`src/rtl/halt_controller.sv`:
```
// ---------------------------------------------------------------------------
// halt_controller
//
// Memory-mapped exit / cycle-count peripheral on the CPU data bus. A store to
// the EXIT register is turned into a registered, held halt request (isHalt)
// with the stored value reported on ret_val. A free-running 32-bit cycle
// counter can be read over the 16-bit bus. A watchdog forces a halt if the
// program never exits.
//
// Register map (word offsets from BASE_ADDR):
//   0 EXIT    write only, reads return 0
//   1 CYC_LO  read count[15:0], snapshot count[31:16] into the shadow
//   2 CYC_HI  read the shadow
//   3 STATUS  read {14'b0, timeout, isHalt}
//
// Ports:
//   clk      system clock, rising edge
//   rst      asynchronous active-high reset
//   wen      write strobe (one cycle)
//   waddr    write word address
//   wdata    write data
//   ren      read strobe
//   raddr    read word address
//   rdata    registered read data, valid the cycle after ren, held otherwise
//   isHalt   halt request to the monitor, held until reset
//   ret_val  program return value, stable while isHalt is set
//   timeout  set together with isHalt when the watchdog caused the halt
// ---------------------------------------------------------------------------
module halt_controller #(
    parameter logic [15:0] BASE_ADDR    = 16'hFFF0,
    parameter int unsigned DRAIN_CYCLES = 4,
    parameter int unsigned MAX_CYCLES   = 500000,
    parameter logic [15:0] TIMEOUT_CODE = 16'h00FF
) (
    input  logic        clk,
    input  logic        rst,
    input  logic        wen,
    input  logic [15:0] waddr,
    input  logic [15:0] wdata,
    input  logic        ren,
    input  logic [15:0] raddr,
    output logic [15:0] rdata,
    output logic        isHalt,
    output logic [15:0] ret_val,
    output logic        timeout
);

    typedef enum logic [1:0] {
        RUN    = 2'd0,
        DRAIN  = 2'd1,
        HALTED = 2'd2
    } state_t;

    // The drain counter holds DRAIN_CYCLES-1 on entry to DRAIN, so the halt
    // lands DRAIN_CYCLES edges after the edge that accepted the EXIT write.
    localparam logic [7:0]  DRAIN_LOAD = (DRAIN_CYCLES == 0) ? 8'd0 : 8'(DRAIN_CYCLES - 1);
    localparam bit          WD_EN      = (MAX_CYCLES != 0);
    localparam logic [31:0] WD_LAST    = 32'(MAX_CYCLES - 1);

    localparam logic [15:0] ADDR_EXIT   = BASE_ADDR;
    localparam logic [15:0] ADDR_CYC_LO = BASE_ADDR + 16'd1;
    localparam logic [15:0] ADDR_CYC_HI = BASE_ADDR + 16'd2;
    localparam logic [15:0] ADDR_STATUS = BASE_ADDR + 16'd3;

    state_t      state;
    logic [31:0] count;
    logic [15:0] shadow;
    logic [7:0]  drain_cnt;

    logic exit_wr;
    logic wd_hit;

    always_comb begin
        exit_wr = wen && (waddr == ADDR_EXIT);
        wd_hit  = WD_EN && (count == WD_LAST);
    end

    always_ff @(posedge clk or posedge rst) begin
        if (rst) begin
            state     <= RUN;
            count     <= 32'd0;
            shadow    <= 16'd0;
            drain_cnt <= 8'd0;
            rdata     <= 16'd0;
            isHalt    <= 1'b0;
            ret_val   <= 16'd0;
            timeout   <= 1'b0;
        end else begin
            // Read port: serviced in every state, sees pre-edge values.
            if (ren) begin
                if (raddr == ADDR_CYC_LO) begin
                    rdata  <= count[15:0];
                    // Latch the upper half now so a later CYC_HI read is
                    // coherent with this low half even across a carry.
                    shadow <= count[31:16];
                end else if (raddr == ADDR_CYC_HI) begin
                    rdata <= shadow;
                end else if (raddr == ADDR_STATUS) begin
                    rdata <= {14'b0, timeout, isHalt};
                end else begin
                    rdata <= 16'd0;
                end
            end

            if (state != HALTED) begin
                count <= count + 32'd1;
            end

            case (state)
                RUN: begin
                    // EXIT takes priority over a watchdog expiry in the same cycle.
                    if (exit_wr) begin
                        ret_val <= wdata;
                        if (DRAIN_CYCLES == 0) begin
                            state  <= HALTED;
                            isHalt <= 1'b1;
                        end else begin
                            drain_cnt <= DRAIN_LOAD;
                            state     <= DRAIN;
                        end
                    end else if (wd_hit) begin
                        ret_val <= TIMEOUT_CODE;
                        timeout <= 1'b1;
                        isHalt  <= 1'b1;
                        state   <= HALTED;
                    end
                end
                DRAIN: begin
                    // Further EXIT writes and the watchdog are ignored here.
                    if (drain_cnt == 8'd0) begin
                        state  <= HALTED;
                        isHalt <= 1'b1;
                    end else begin
                        drain_cnt <= drain_cnt - 8'd1;
                    end
                end
                default: begin
                    // HALTED: terminal until reset.
                end
            endcase
        end
    end

endmodule

```
`config.mk`:
```
export PLATFORM = sky130hd
export DESIGN_NAME = halt_controller
export DESIGN_NICKNAME = d
export VERILOG_FILES = /design/src/rtl/halt_controller.sv
export SDC_FILE = /design/constraint.sdc
export NUM_CORES = 1
export LEC_CHECK = 0
export CELL_PAD_IN_SITES_DETAIL_PLACEMENT = 0
export CELL_PAD_IN_SITES_GLOBAL_PLACEMENT = 1
export CORE_MARGIN = 3
export CORE_UTILIZATION = 40
export DETAILED_ROUTE_END_ITERATION = 7
export PLACE_DENSITY = 0.91
export SLEW_MARGIN = 20
export SYNTH_ARGS = -nofsm -noshare
export SYNTH_HDL_FRONTEND = slang
export SYNTH_SLANG_ARGS = --single-unit
```
`constraint.sdc`:
```
create_clock -name clk -period 3.8 [get_ports clk]
set_input_delay 0.95 -clock clk [delete_from_list [all_inputs] [get_ports clk]]
set_output_delay 0.95 -clock clk [all_outputs]
set_load 0.005 [all_outputs]
```
==> results.yml <==
pwr:
  p_leak_nw: 2.37
  power_frac_seq_pct: 58.6
  power_frac_clock_pct: 36.4
  p_sw_mw: 0.379
  p_sw_share_pct: 22.7
  power.internal_mw: 1.29
  peakVddDrop_v: 0.000181
  combPwrFrac_pct: 5.0
  powerDensity_nw_per_um2: 308
route:
  drt_iter0_markers: 89
  first_pass_iters: 4
  wire_per_inst_um: 15.6
  wl_mm: 9.35
  avgViaCountPerCell: 5.21
  vias: 3118
  drt.antenna.violating_nets: 0
  drc_errors: 0
global_route:
  grt_use_total_pct: 16.5
  grt_max_degree: 58
  antenna_found_initial: 0
  overflow: 0
  grt_pass1_vias: 3214
  grt_first_pass_wirelength_mm: 15.3
place:
  dp_hpwl_mm: 7.00
  gp_congestion: 0.825
  port_buffers: 85
  postPlaceCellArea_um2: 5240
logic_synthesis:
  synth_cell_type_count: 47
  seq_area_frac_synth_pct: 54.3
  synth.avg_cell_area_um2: 11.3
  synthArstFlopShare_pct: 100
  netlist_area_um2: 4240
  synth_area_leaders: "dfrtp_1 54%, mux2_2 5.3%, xnor2_1 4.3%"
  synth_top_area_share_pct: 54.3
  ys_seq_elements: 92
  ys_warn_count: 0
  synth-edff-count: 0
  syn-num-nets: 430
  ys.flop_type: "dfrtp_1"
  syn-instance-count: 375
  synth_top_area_cell: "dfrtp_1"
worst_setup_path:
  end_kind: "flip-flop"
  timing.critical_path.fanout_max: 6
  cp-start-kind: "primary input"
  path_class: "in2reg"
  crit-reg2reg-launch: "count[9]"
  crit_start: "waddr[1]"
  arrival_ps: 3000
  required_ps: 4040
finish:
  area_growth_pct: 27.6
  multi_input_area_um2: 1770
  seq_area_um2: 2300
  drive_gt1_share_pct: 11.4
  antennaDiodeCount: 0
  fill_cells: 873
  final_cell_mix: "92 x dfrtp_1, 85 x clkdlybuf4s50_1, 27 x inv_1"
  fin_area_um2: 5410
  final_common_cell: "dfrtp_1"
  nets: 516
clocking:
  ctsResizeCount: 0
  cts_tree: "yes"
  clock_path_buffers: 2
  postCtsSetupRepairBufs: 0
  cts_root_buf: "clkbuf_8"
  hold_buffers: 0
  tritoncts.num_buffers: 9
  htreeDepth: 3
  cts.reportedPaths.clkPinSlew_ps: 90
  cts_sinks: 92
  clk_latency_ps: 360
sta:
  final-hold-violation-count: 0
  rsz0062_at_grt: "false"
  finalMaxSlewViolations: 0
  fmax_mhz: 362
  tns_ps: 0
  worstMarginPinSlew_ps: 630
  post-route-period-util_pct: 72.6
  finClkSkew_ps: 13.8
  slew_headroom_pct: 58.0
  setup_violations: 0
  finalCriticalPeriod_ps: 2760
floorplan:
  dieArea_um2: 11900
  die_y_um: 109
  core_um2: 10000
  io_pins: 86
  die_width_um: 109
  num_rows: 36
  start_util_pct: 42.2
min_path:
  hold_class: "reg2reg"
  hold_start: "count[18]"
status:
  status: "finished clean"
flow_run:
  maxCapViolCount: 0
[metrics by stage]
| step | hold slack [ps] | std cells | power [mW] | utilization, % | setup WS (ps) |
|---|---|---|---|---|---|
| 2_1_floorplan | 463 | 375 | 1.02 | - | 458 |
| 3_3_place_gp | 486 | 583 | 1.08 | 52.1 | 723 |
| 3_5_place_dp | 489 | 583 | 1.08 | 52.1 | 649 |
| 4_1_cts | 510 | 599 | 1.69 | 53.9 | 1040 |
| 5_1_grt | 529 | 599 | 1.74 | 53.9 | 928 |
| 6_report | 511 | 599 | 1.67 | 53.9 | 1040 |
[synthesized netlist by cell type (2+ instances only)]
master and n:
a211o_1 6, a21oi_1 5, a22o_1 10, a22oi_1 15, and2_1 3, and3_1 8, and4_1 6, buf_2 6
clkbuf_1 7, dfrtp_1 92, ha_1 3, inv_1 28, mux2_2 20, nand2_1 17, nand2b_1 2, nand3_1 11
nand4_1 13, nand4b_1 4, nor2_1 24, nor2b_1 2, nor3_1 6, nor3b_1 2, nor4_1 6, nor4_4 2
nor4b_1 2, o21ai_0 17, or2_2 3, xnor2_1 21, xor2_1 16
[registers in the layout (all words and copies together) (netlist names)]
name	flops
timeout	1
isHalt	1
count	32
rdata	16
ret_val	16
shadow	16
drain_cnt	8
state	2
[final timing paths]
kind	to	slack (ps)	cells past startpoint
max	ret_val[3]	1040	6
min	count[18]	510	1
max reg2reg	ret_val[13]	1610	5
min reg2reg	count[18]	510	1
max in group asynchronous	count[5]	2120	3
min in group asynchronous	ret_val[10]	970	2
[cell type report]
cell class / count / area share [%]
clock buffers: 11 / 2.61
clock inverters: 5 / 0.670
repair buffers: 89 / 16.5
well taps: 133 / 3.07
flip-flops and latches: 92 / 42.5
inverters: 28 / 1.96
multi-input cells: 241 / 32.7
[critical path, stage by stage]
cell and delay [ps]:
clkdlybuf4s50_1 410, or4_4 530, or3_4 420, or2_1 260
nor2b_4 160, a211o_1 270
[kinds of logic after synthesis]
family / count (synthesis) / share of synthesized area, %
and+or+nand+nor: 124 / 18.1
DFF: 92 / 54.3
AOI/OAI and AO/OA: 57 / 9.76
buffers and inverters: 42 / 4.07
xor gates and xnor gates: 37 / 7.64
muxes: 20 / 5.31
adders and majority gates: 3 / 0.885
[per-layer routing]
| metal | share of wire [%] | vias up | track usage (%) |
|---|---|---|---|
| li1 | - | 1502 | - |
| met1 | 45 | 1523 | 21.3 |
| met2 | 47 | 82 | 26.3 |
| met3 | 6.8 | 11 | 5.86 |
| met4 | 1.1 | 0 | 4.78 |
| met5 | 0 | - | 0 |
[power groups by stage]
stage	clock, mW	sequential [mW]	combinational [mW]
after CTS	0.626	0.978	0.0854
final	0.607	0.978	0.0833
after floorplan	0	0.998	0.0214
after global routing	0.669	0.978	0.0909
after detailed placement	0	0.998	0.0852
after global placement	0	0.998	0.0838
No activity file was read; power rests on OpenSTA's default activity.
